**src/rtl/uart_pkg.sv**
```systemverilog
// Shared types and constants for the two-requester UART transmit scheduler.
package uart_pkg;

   typedef enum logic [2:0] {
      IDLE,
      SETUP,
      STROBE,
      WAIT_BUSY,
      WAIT_DONE,
      GAP
   } state_t;

   // Channel ids share the polarity of uart_sel.
   localparam logic CH_A = 1'b1;
   localparam logic CH_B = 1'b0;

   localparam int unsigned DATA_W            = 8;
   localparam int unsigned FRAME_CNT_W       = 16;
   localparam int unsigned DEF_STROBE_CYCLES = 4;
   localparam int unsigned DEF_BUSY_TIMEOUT  = 4096;
   localparam int unsigned DEF_GAP_CYCLES    = 16;

   function automatic int unsigned cnt_width(input int unsigned n);
      return (n < 2) ? 1 : $clog2(n + 1);
   endfunction

endpackage

```
**src/rtl/uart_tx_sched_req_buf.sv**
```systemverilog
// One-deep capture buffer with req/ack handshake; holds its byte until cleared.
module uart_req_buf
   import uart_pkg::*;
(
   input  logic              clk,
   input  logic              rst_n,
   input  logic              req,
   input  logic [DATA_W-1:0] data,
   input  logic              clr,
   output logic              full,
   output logic [DATA_W-1:0] data_q,
   output logic              ack
);

   // A full buffer ignores req, so the byte under transmission stays frozen.
   always_ff @(posedge clk or negedge rst_n) begin
      if (!rst_n) begin
         full   <= 1'b0;
         data_q <= '0;
         ack    <= 1'b0;
      end else begin
         ack <= 1'b0;
         if (clr) begin
            full <= 1'b0;
         end else if (req && !full) begin
            full   <= 1'b1;
            data_q <= data;
            ack    <= 1'b1;
         end
      end
   end

endmodule

```
**src/rtl/uart_tx_sched.sv**
```systemverilog
// Arbitrates two byte requesters onto a shared UART: select, strobe, busy tracking, timeout.
module uart_tx_sched
   import uart_pkg::*;
#(
   parameter int unsigned STROBE_CYCLES = DEF_STROBE_CYCLES,
   parameter int unsigned BUSY_TIMEOUT  = DEF_BUSY_TIMEOUT,
   parameter int unsigned GAP_CYCLES    = DEF_GAP_CYCLES
) (
   input  logic                   clk,
   input  logic                   rst_n,
   input  logic                   req_a,
   input  logic [DATA_W-1:0]      data_a,
   output logic                   ack_a,
   input  logic                   req_b,
   input  logic [DATA_W-1:0]      data_b,
   output logic                   ack_b,
   input  logic                   prio_mode,
   input  logic                   uart_busy,
   output logic                   uart_wrsig,
   output logic                   uart_sel,
   output logic [DATA_W-1:0]      uart_data_1,
   output logic [DATA_W-1:0]      uart_data_2,
   output logic                   timeout_err,
   output logic [FRAME_CNT_W-1:0] frame_cnt
);

   localparam int unsigned MAX_SG = (STROBE_CYCLES > GAP_CYCLES) ? STROBE_CYCLES : GAP_CYCLES;
   localparam int unsigned MAX_CNT = (BUSY_TIMEOUT > MAX_SG) ? BUSY_TIMEOUT : MAX_SG;
   localparam int unsigned CNT_W = cnt_width(MAX_CNT);

   localparam logic [CNT_W-1:0] STB_LAST = CNT_W'(STROBE_CYCLES - 1);
   localparam logic [CNT_W-1:0] TMO_LAST = CNT_W'((BUSY_TIMEOUT > 0) ? BUSY_TIMEOUT - 1 : 0);
   localparam logic [CNT_W-1:0] GAP_LAST = CNT_W'((GAP_CYCLES > 0) ? GAP_CYCLES - 1 : 0);
   localparam state_t POST_ST = (GAP_CYCLES == 0) ? IDLE : GAP;

   state_t           state_q;
   logic [CNT_W-1:0] cnt_q;
   logic             rr_q;
   logic             full_a;
   logic             full_b;
   logic             grant_c;
   logic             tout_c;
   logic             done_c;
   logic             clr_a_c;
   logic             clr_b_c;

   uart_req_buf u_buf_a (
      .clk    (clk),
      .rst_n  (rst_n),
      .req    (req_a),
      .data   (data_a),
      .clr    (clr_a_c),
      .full   (full_a),
      .data_q (uart_data_1),
      .ack    (ack_a)
   );

   uart_req_buf u_buf_b (
      .clk    (clk),
      .rst_n  (rst_n),
      .req    (req_b),
      .data   (data_b),
      .clr    (clr_b_c),
      .full   (full_b),
      .data_q (uart_data_2),
      .ack    (ack_b)
   );

   // Grant choice and end-of-frame buffer release; uart_sel holds the active grant.
   always_comb begin
      grant_c = CH_B;
      tout_c  = 1'b0;
      done_c  = 1'b0;
      if (full_a && (!full_b || prio_mode || rr_q == CH_A)) begin
         grant_c = CH_A;
      end
      tout_c  = (state_q == WAIT_BUSY) && !uart_busy && (cnt_q == TMO_LAST);
      done_c  = (state_q == WAIT_DONE) && !uart_busy;
      clr_a_c = (tout_c || done_c) && (uart_sel == CH_A);
      clr_b_c = (tout_c || done_c) && (uart_sel == CH_B);
   end

   always_ff @(posedge clk or negedge rst_n) begin
      if (!rst_n) begin
         state_q     <= IDLE;
         cnt_q       <= '0;
         rr_q        <= CH_A;
         uart_sel    <= CH_A;
         uart_wrsig  <= 1'b0;
         timeout_err <= 1'b0;
         frame_cnt   <= '0;
      end else begin
         timeout_err <= 1'b0;
         unique case (state_q)
            IDLE: begin
               // A stale frame from before reset must drain before granting.
               if (!uart_busy && (full_a || full_b)) begin
                  uart_sel <= grant_c;
                  state_q  <= SETUP;
               end
            end
            SETUP: begin
               uart_wrsig <= 1'b1;
               cnt_q      <= '0;
               state_q    <= STROBE;
            end
            STROBE: begin
               if (cnt_q == STB_LAST) begin
                  uart_wrsig <= 1'b0;
                  cnt_q      <= '0;
                  state_q    <= WAIT_BUSY;
               end else begin
                  cnt_q <= cnt_q + CNT_W'(1);
               end
            end
            WAIT_BUSY: begin
               if (uart_busy) begin
                  state_q <= WAIT_DONE;
               end else if (tout_c) begin
                  timeout_err <= 1'b1;
                  rr_q        <= ~uart_sel;
                  cnt_q       <= '0;
                  state_q     <= POST_ST;
               end else begin
                  cnt_q <= cnt_q + CNT_W'(1);
               end
            end
            WAIT_DONE: begin
               if (done_c) begin
                  frame_cnt <= frame_cnt + FRAME_CNT_W'(1);
                  rr_q      <= ~uart_sel;
                  cnt_q     <= '0;
                  state_q   <= POST_ST;
               end
            end
            GAP: begin
               if (cnt_q == GAP_LAST) begin
                  state_q <= IDLE;
               end else begin
                  cnt_q <= cnt_q + CNT_W'(1);
               end
            end
            default: state_q <= IDLE;
         endcase
      end
   end

endmodule

```
**config.mk**
```make
export PLATFORM = sky130hd
export DESIGN_NAME = uart_tx_sched
export DESIGN_NICKNAME = d
export VERILOG_FILES = /design/src/rtl/uart_pkg.sv /design/src/rtl/uart_tx_sched_req_buf.sv /design/src/rtl/uart_tx_sched.sv
export SDC_FILE = /design/constraint.sdc
export NUM_CORES = 1
export LEC_CHECK = 0
export ABC_AREA = 1
export CAP_MARGIN = 25
export CELL_PAD_IN_SITES_DETAIL_PLACEMENT = 0
export CELL_PAD_IN_SITES_GLOBAL_PLACEMENT = 1
export CORE_MARGIN = 3
export CORE_UTILIZATION = 41
export DETAILED_ROUTE_END_ITERATION = 7
export PLACE_DENSITY_LB_ADDON = 0.1
export SYNTH_ARGS = -nofsm -noshare
export SYNTH_HDL_FRONTEND = slang
export SYNTH_HIERARCHICAL = 1
export SYNTH_SLANG_ARGS = --single-unit
```
**constraint.sdc**
```tcl
create_clock -name clk -period 3.37 [get_ports clk]
set_input_delay 0.674 -clock clk [delete_from_list [all_inputs] [get_ports clk]]
set_output_delay 0.674 -clock clk [all_outputs]
set_load 0.02 [all_outputs]
```
Word level (Yosys, flattened, before mapping)

Index checks and enable logic that the tools add are counted.

Latch bits: 0
Memories: 0
Memory bits (read-only): 0
Bits in registers: 56
Output and inout port bits: 37
Memory bits (writable): 0

Shift operators: 0
Div/mod/pow operators: 0
Magnitude comparators: 0
Equal/unequal tests: 16
Add/sub/neg operators: 2
Multiply operators: 0
Mux-type cells: 31
Bitwise logic cells: 3
Reductions and logical operators: 30

Operator list:

| kind                                                                    | number |
|---|---|
| 13-bit two-way mux                                                      | 5 |
| 13-bit case mux with 5 select lines                                     | 1 |
| 3-bit two-way mux                                                       | 6 |
| 3-bit case mux with 6 select lines                                      | 1 |
| 16-bit by 1-bit adder with 16-bit output, second input constant         | 1 |
| 1-bit two-way mux                                                       | 16 |
| 2-bit inequality test, second input constant                            | 7 |
| 13-bit by 1-bit adder with 13-bit output, second input constant         | 1 |
| 13-bit by 12-bit equality test with 1-bit output, second input constant | 1 |
| 13-bit by 2-bit equality test with 1-bit output, second input constant  | 1 |
| 13-bit by 4-bit equality test with 1-bit output, second input constant  | 1 |
| 2-bit AND reduction                                                     | 5 |
| 1-bit logical AND                                                       | 9 |
| 4-bit AND reduction                                                     | 2 |
| 2-bit nonzero test                                                      | 4 |
| 3-bit by 2-bit equality test with 1-bit output, second input constant   | 2 |
| 3-bit equality test, second input constant                              | 2 |
| 5-bit AND reduction                                                     | 1 |
| 5-bit nonzero test                                                      | 1 |
| 1-bit logical OR                                                        | 4 |
| 1-bit case mux with 2 select lines                                      | 2 |
| 3-bit by 1-bit equality test with 1-bit output, second input constant   | 1 |
| 1-bit zero test                                                         | 3 |
| 3-bit zero test                                                         | 1 |
| 2 further kinds                                                         | 4 |

Longest topological paths before layout

Gate-level depths: netlist of run 1.

Word-level depth: 7
Gate-level depth with buffers: 14

Cells and area by module

The synthesis of run 1 kept the hierarchy.

Modules (own cells, without submodules):

| module        | cells each | area an instance (µm²) | instances |
|---|---|---|---|
| uart_tx_sched | 304        | 2,249.7                | 1 |
| uart_req_buf  | 40         | 405.4                  | 2 |

Least setup slack after synthesis of run 1

No wires, ideal clock.

Path kind: register to register
Start point: register cnt_q[1]
End point: register u_buf_a.full
Stages on the path, launching flop included: 14
Data required time: 3.241 ns
Slack: 1.612 ns
Setup time: 0.129 ns
Arrival: 1.629 ns
Cell sequence: dfrtp_1 ha_1 buf_2 nand3_2 inv_1 nand2_1 inv_1 nand3_1 nand2_1 inv_1 nor2_1 inv_2 nand3_4 o21ai_0

Cells in the longest elaborated chain, start to end: 5
Elaborated cells between the ends (all ways): 6

Ends and longest elaborated chain:

| element                                                 | RTL line                    | RTL |
|---|---|---|
| start, declared                                         | uart_tx_sched.sv:37         | `logic [CNT_W-1:0] cnt_q;` |
| start signal, assigned                                  | uart_tx_sched.sv:113        | `cnt_q <= cnt_q + CNT_W'(1);` |
| start signal, assigned                                  | uart_tx_sched.sv:125        | `cnt_q <= cnt_q + CNT_W'(1);` |
| start signal, assigned                                  | uart_tx_sched.sv:140        | `cnt_q <= cnt_q + CNT_W'(1);` |
| 13-bit by 12-bit equality test with 1-bit output (*)    | uart_tx_sched.sv:77         | `tout_c = (state_q == WAIT_BUSY) && !uart_busy && (cnt_q == TMO_LAST);` |
| 1-bit logical AND (*)                                   | uart_tx_sched.sv:77         |  |
| 1-bit logical OR (*)                                    | uart_tx_sched.sv:79         | `clr_a_c = (tout_c \|\| done_c) && (uart_sel == CH_A);` |
| 1-bit logical AND (*)                                   | uart_tx_sched.sv:79         |  |
| via clr_a_c                                             | uart_tx_sched.sv:44         | `logic clr_a_c;` |
| 1-bit two-way mux or 2-bit nonzero test (tied branches) | n/a                         |  |
| end signal, assigned                                    | uart_tx_sched_req_buf.sv:18 | `full <= 1'b0;` |
| end signal, assigned                                    | uart_tx_sched_req_buf.sv:24 | `full <= 1'b0;` |
| end signal, assigned                                    | uart_tx_sched_req_buf.sv:26 | `full <= 1'b1;` |
| end, declared                                           | uart_tx_sched_req_buf.sv:10 | `output logic full,` |

Mark *: on every way through the listed nets, which the timed path passes. The rest lies on a longest branch.
A chain may end at the register's enable or synchronous reset.

Final worst setup path of run 1

Start point: input uart_busy
End point: register u_buf_a.full

Cells in the longest elaborated chain, start to end: 6
Elaborated cells between the ends (all ways): 8

Ends and longest elaborated chain:

| element                                                 | RTL line                                 | RTL |
|---|---|---|
| start, declared                                         | uart_tx_sched.sv:18                      | `input logic uart_busy,` |
| 1-bit zero test (*)                                     | uart_tx_sched.sv:77, uart_tx_sched.sv:78 |  |
| 1-bit logical AND (2 in a row)                          | uart_tx_sched.sv:77                      |  |
| 1-bit logical OR (*)                                    | uart_tx_sched.sv:79                      |  |
| 1-bit logical AND (*)                                   | uart_tx_sched.sv:79                      |  |
| via clr_a_c                                             | uart_tx_sched.sv:44                      |  |
| 1-bit two-way mux or 2-bit nonzero test (tied branches) | n/a                                      |  |

Marked as above.

==> reports/qor.yml, run 1 <==
status: "finished, final reports clean"
final_nets: 471
tightest_slew_ns: 0.356
yosys.area.top_type_share_pct: 44.2
core_area_mm2: 0.00702
rsz0062_at_grt: "false"
wl_um: 6940
synth_edf_count: 0
r2r_setup_slack_ns: 1.19
ys_warn_count: 6
endpoint_kind: "register"
clock_sinks: 56
dp_hpwl_um: 5300
finClkSkew_ns: 0.00609
seq_area_mm2: 0.00140
grt_pass1_vias: 2603
globalplace.congestion: 0.823
antenna_found_initial: 0
cts_setup_buffers: 0
die_w_um: 92.4
powerDensity_mw_per_mm2: 653
critPathMaxFanout: 10
dr.pass1.iters: 4
clockBufferDepth: 2
setup_violations: 0
finalCriticalPeriod_ns: 2.19
finalHoldViolCount: 0
detail_route.iter0.violations: 86
synth.largest_area_cell: "dfrtp_1"
path_class: "in2reg"
syn_avg_cell_area_um2: 7.97
worstSetupStartpointType: "primary input"
die_height_um: 92.4
yosysMostFrequentCell: "nand2_1"
multi_input_area_mm2: 0.00145
clkLatencyLatePin_ns: 0.30
cts-root-buf: "clkbuf_8"
synth_nets: 408
grt_usage_pct: 17.1
post-route-period-util_pct: 64.9
synth-compound-area-share_pct: 5.23
post_drt_wl_per_cell_um: 12.8
hp-class: "in2async"
rows: 30
ir_drop_uv: 331
portBuffers: 58
vias: 2661
synth.area.top_cells: "dfrtp_1, nand2_1, nand4_1"
ys_seq_elements: 56
yosysSeqAreaShare_pct: 45.9
relSlewSlack_pct: 76.1
drc: 0
grt_max_degree: 40
tritoncts: "yes"
hold_buffers: 0
grt_pass1_wl_um: 12000
p_leak_uw: 0.00184
n_antenna_cell: 0
ys_types: 31
dieArea_mm2: 0.00854
synth_commonest_cells: "nand2_1, dfrtp_1, inv_1, nor2_1, nand4_1"
drive_above_1_share_pct: 10.5
overflow: 0
synth.area.mux_share_pct: 0.327
synth_cells: 384
syn_area_mm2: 0.00306
syn2layout_area_growth_pct: 25.3
cp_data_required_time_ns: 3.56
drv_cap: 0
synth_flop_cell: "dfrtp_1"
fin_tns_setup_ns: 0
async_reset_ff_share_pct: 100
cts_resized: 0
arrival_ns: 2.38
slew_violations: 0
synth_top_family_by_area: "simple AND/OR/NAND/NOR gates"
synth_xor_area_share_pct: 4.29
fillers: 704
synth_adder_area_share_pct: 0.818
max_freq_mhz: 457
h-tree-depth: 2
synth-simple-area-share_pct: 36.6
fin_total_pwr_uw: 2500
vias_per_cell: 4.89
antenna_left: 0
clk_pin_slew_worst_paths_ns: 0.10
io_pins: 59
cts_buffers: 5
initial_core_util_pct: 43.6
-- cell families after synthesis --
kind of cell | count (synthesis)
AOI/OAI and AO/OA | 26
muxes | 1
and+or+nand+nor | 235
xor gates and xnor gates | 15
adders and majority gates | 2
DFF | 56
buffers and inverters | 49
-- sequential cells by signal, summed over array words and instances, names as in the netlist --
name            cells
state_q             3
uart_wrsig          1
u_buf_b/ack         1
u_buf_a/full        1
rr_q                1
u_buf_a/data_q      8
u_buf_a/ack         1
u_buf_b/data_q      8
u_buf_b/full        1
frame_cnt          16
timeout_err         1
cnt_q              13
uart_sel            1
-- worst paths after layout --
check | cells past startpoint | startpoint | endpoint
min in group clk | 2 | u_buf_b/data_q[6] | u_buf_b/data_q[6]
max in group asynchronous | 2 | rst_n | uart_sel
hold / removal | 1 | rst_n | cnt_q[7]
setup reg to reg | 12 | cnt_q[1] | u_buf_a/full
hold reg to reg | 2 | u_buf_b/data_q[6] | u_buf_b/data_q[6]
setup / recovery | 9 | uart_busy | u_buf_a/full
-- final cells by class --
cell class	instances	share of cell area, %
well taps	96	3.13
flip-flops and latches	56	36.6
inverters	45	4.47
clock buffers	6	1.89
repair buffers	60	15.7
clock inverters	2	0.424
multi-input cells	279	37.7
-- routing by layer --
layer | GRT usage (%) | routed length (um) | vias to the layer above
li1 | - | - | 1374
met1 | 24.0 | 3460 | 1236
met2 | 27.1 | 3050 | 49
met3 | 4.22 | 399 | 2
met4 | 3.34 | 28 | 0
met5 | 0 | 0 | -
-- where the power goes --
part           total [uW]  switching (uW)  internal [uW]
Sequential            999             144            855
Clock                 366             218            149
Combinational        1140             700            438
Total                2500            1060           1440
-- worst max-delay path: stages --
cell and delay [ns]:
clkdlybuf4s50_1 0.55, nor2_2 0.20, nand3_1 0.18, nand2_1 0.12, inv_1 0.06, nor2_1 0.19, inv_2 0.14, nand3_4 0.15
o21ai_0 0.10
-- metrics by stage --
stage	utilization, %	hold WS (ns)	setup slack [ns]	instances	cell area [um2]
after floorplan	-	0.378	1.61	384	3060
after global placement	53.1	0.460	0.894	535	3720
after detailed placement	53.4	0.462	0.835	536	3740
after CTS	54.6	0.206	1.17	544	3830
after global routing	54.6	0.210	0.918	544	3830
final	54.6	0.213	1.18	544	3830
-- cell usage in the layout, fill, tap and decap left out, types with 2 or more instances in the layout --
cell type / synthesis / routed
inv_1: 36 / 36
o21ai_0: 11 / 11
nand2_4: 3 / 3
dfrtp_1: 54 / 54
o21ai_2: 5 / 5
nor2_1: 34 / 34
clkdlybuf4s50_1: 0 / 57
nor2_2: 6 / 6
dfstp_2: 2 / 2
nand2_1: 124 / 124
xnor2_1: 4 / 4
ha_1: 2 / 2
nand3_4: 3 / 3
nand3_1: 20 / 20
nor2_4: 2 / 2
a31oi_1: 5 / 5
clkbuf_8: 0 / 5
xor2_1: 11 / 11
nand3_2: 4 / 4
a21oi_1: 3 / 3
nand2_2: 3 / 3
nand4_1: 28 / 28
nor3_1: 6 / 6
inv_2: 7 / 7
No activity file was read; power rests on OpenSTA's default activity.
==> inputs of run 2 (changes only) <==
- CORE_UTILIZATION: 41 -> 38
- clock period: 3.37 -> 2.2 ns (I/O delays scaled with it)
==> run 2 against run 1 <==
Against the previous run:
- via count about the same
- final area up 1.6%
- register-to-register slack worse by 0.90 ns
- worst hold slack worse by 0.099 ns
- critical path depth down 8
- clock power up 61%
- die area up 7.4%
- combinational power up 54%
- critical endpoint is now uart_sel
- count of clock-buffer cells in the layout down 1
- critical path type is now reg2out
==> reports/qor.yml, run 2 (synthesized netlist as in run 1, its figures left out) <==
dieArea_mm2: 0.00917
arrival_ns: 1.49
clkLatencyLatePin_ns: 0.31
r2r_start: "cnt_q[1]"
cp_data_required_time_ns: 1.76
cts-root-buf: "clkbuf_8"
fillers: 758
placedCellCount: 548
h-tree-depth: 2
endpoint_kind: "output pin"
slew_violations: 0
mostFrequentLayoutCell: "nand2_1"
final_cell_count_no_fill: 556
gr-usage-met3_pct: 4.07
setup_violations: 0
grt_pass1_wl_um: 11400
busiest_layer: "met2"
drv_cap: 0
vias: 2662
grt_usage_pct: 15.6
met2_usage_pct: 24.1
globalplace.congestion: 0.857
core_area_mm2: 0.00777
tritoncts: "yes"
crit_family: "buffers and inverters"
mostFrequentLayoutCells: "nand2_1, clkdlybuf4s50_1, dfrtp_1"
path_buf_inv: 1
crit_cells: 1
final_nets: 477
ir_drop_uv: 519
largest_register_ffs: 16
overflow: 0
max_stage_delay_ns: 0.61
gr-usage-met1_pct: 22.5
grt_pass1_vias: 2491
rsz0062_at_grt: "false"
clock_sinks: 56
status: "finished, final reports clean"
max_freq_mhz: 518
post_drt_wl_per_cell_um: 12.4
cts_resized: 0
wl_um: 6890
detail_route.iter0.violations: 176
grt_max_degree: 57
antenna_found_initial: 0
p_leak_uw: 0.00187
powerDensity_mw_per_mm2: 996
tightest_slew_ns: 0.357
n_antenna_cell: 0
largest_register: "frame_cnt"
hold_buffers: 0
cts_setup_buffers: 0
antenna_left: 0
rows: 32
hp-class: "in2async"
portBuffers: 58
worstPathCellList: "clkdlybuf4s50_1"
vias_per_cell: 4.79
clockBufferDepth: 2
finalHoldViolCount: 0
drc: 0
dr.pass1.iters: 4
reg2regPathDepth: 12
drive_above_1_share_pct: 11.9
cp_slowest_cell: "clkdlybuf4s50_1"
reg.largest.list: "frame_cnt: 16 flops, cnt_q: 13 flops"
critPathMaxFanout: 3
post-route-period-util_pct: 87.7
dp_hpwl_um: 5290
finClkSkew_ns: 0.0115
die_w_um: 95.7
cts_buffers: 5
syn2layout_area_growth_pct: 27.2
clk_pin_slew_worst_paths_ns: 0.11
io_pins: 59
die_height_um: 95.7
relSlewSlack_pct: 76.2
startpoint: "uart_sel"
initial_core_util_pct: 39.4
finalCriticalPeriod_ns: 1.93
fin_tns_setup_ns: 0
worstSetupStartpointType: "register"
path_class: "reg2out"
## run 2: cell types whose count changed in the layout (fill, tap and decap cells not counted)
| cell | previous run | this run |
|---|---|---|
| inv_8 | 0 | 1 |
| buf_4 | 1 | 7 |
| clkbuf_1 | 1 | 0 |
## run 2: layout make-up
class / instances / area, um2 / share of cell area [%]
repair buffers: 66 / 648 / 16.6
flip-flops and latches: 56 / 1400 / 36.1
inverters: 45 / 171 / 4.40
clock buffers: 5 / 68.8 / 1.77
clock inverters: 3 / 27.5 / 0.707
multi-input cells: 279 / 1450 / 37.1
well taps: 102 / 128 / 3.28
## run 2: per-layer routing
metal / vias up / wire [um]
li1: 1384 / -
met2: 63 / 3080
met3: 5 / 407
met5: - / 0
met4: 0 / 42
met1: 1210 / 3360
## run 2: final timing paths
path / end / slack (ns)
setup / recovery: uart_sel / 0.27
hold / removal: cnt_q[0] / 0.11
setup reg to reg: u_buf_a/full / 0.29
hold reg to reg: u_buf_a/data_q[7] / 0.48
max in group asynchronous: rr_q / 1.78
min in group clk: u_buf_a/data_q[7] / 0.48
## run 2: metrics by stage
stage	hold WS [ns]	setup WS (ns)	power (uW)	instance area, um2	utilization (%)
floorplan	0.144	0.442	2630	3060	-
global placement	0.463	0.169	3320	3800	48.9
detailed placement	0.460	0.105	3320	3800	48.9
CTS	0.112	0.245	3940	3890	50.1
global route	0.112	0.0447	4190	3890	50.1
finish	0.113	0.270	3880	3890	50.1
## run 2: power by group
group	internal [uW]	leakage, uW	switching [uW]
combinational	684	0.00110	1070
sequential	1310	0.000730	220
clock	235	0.0000463	356
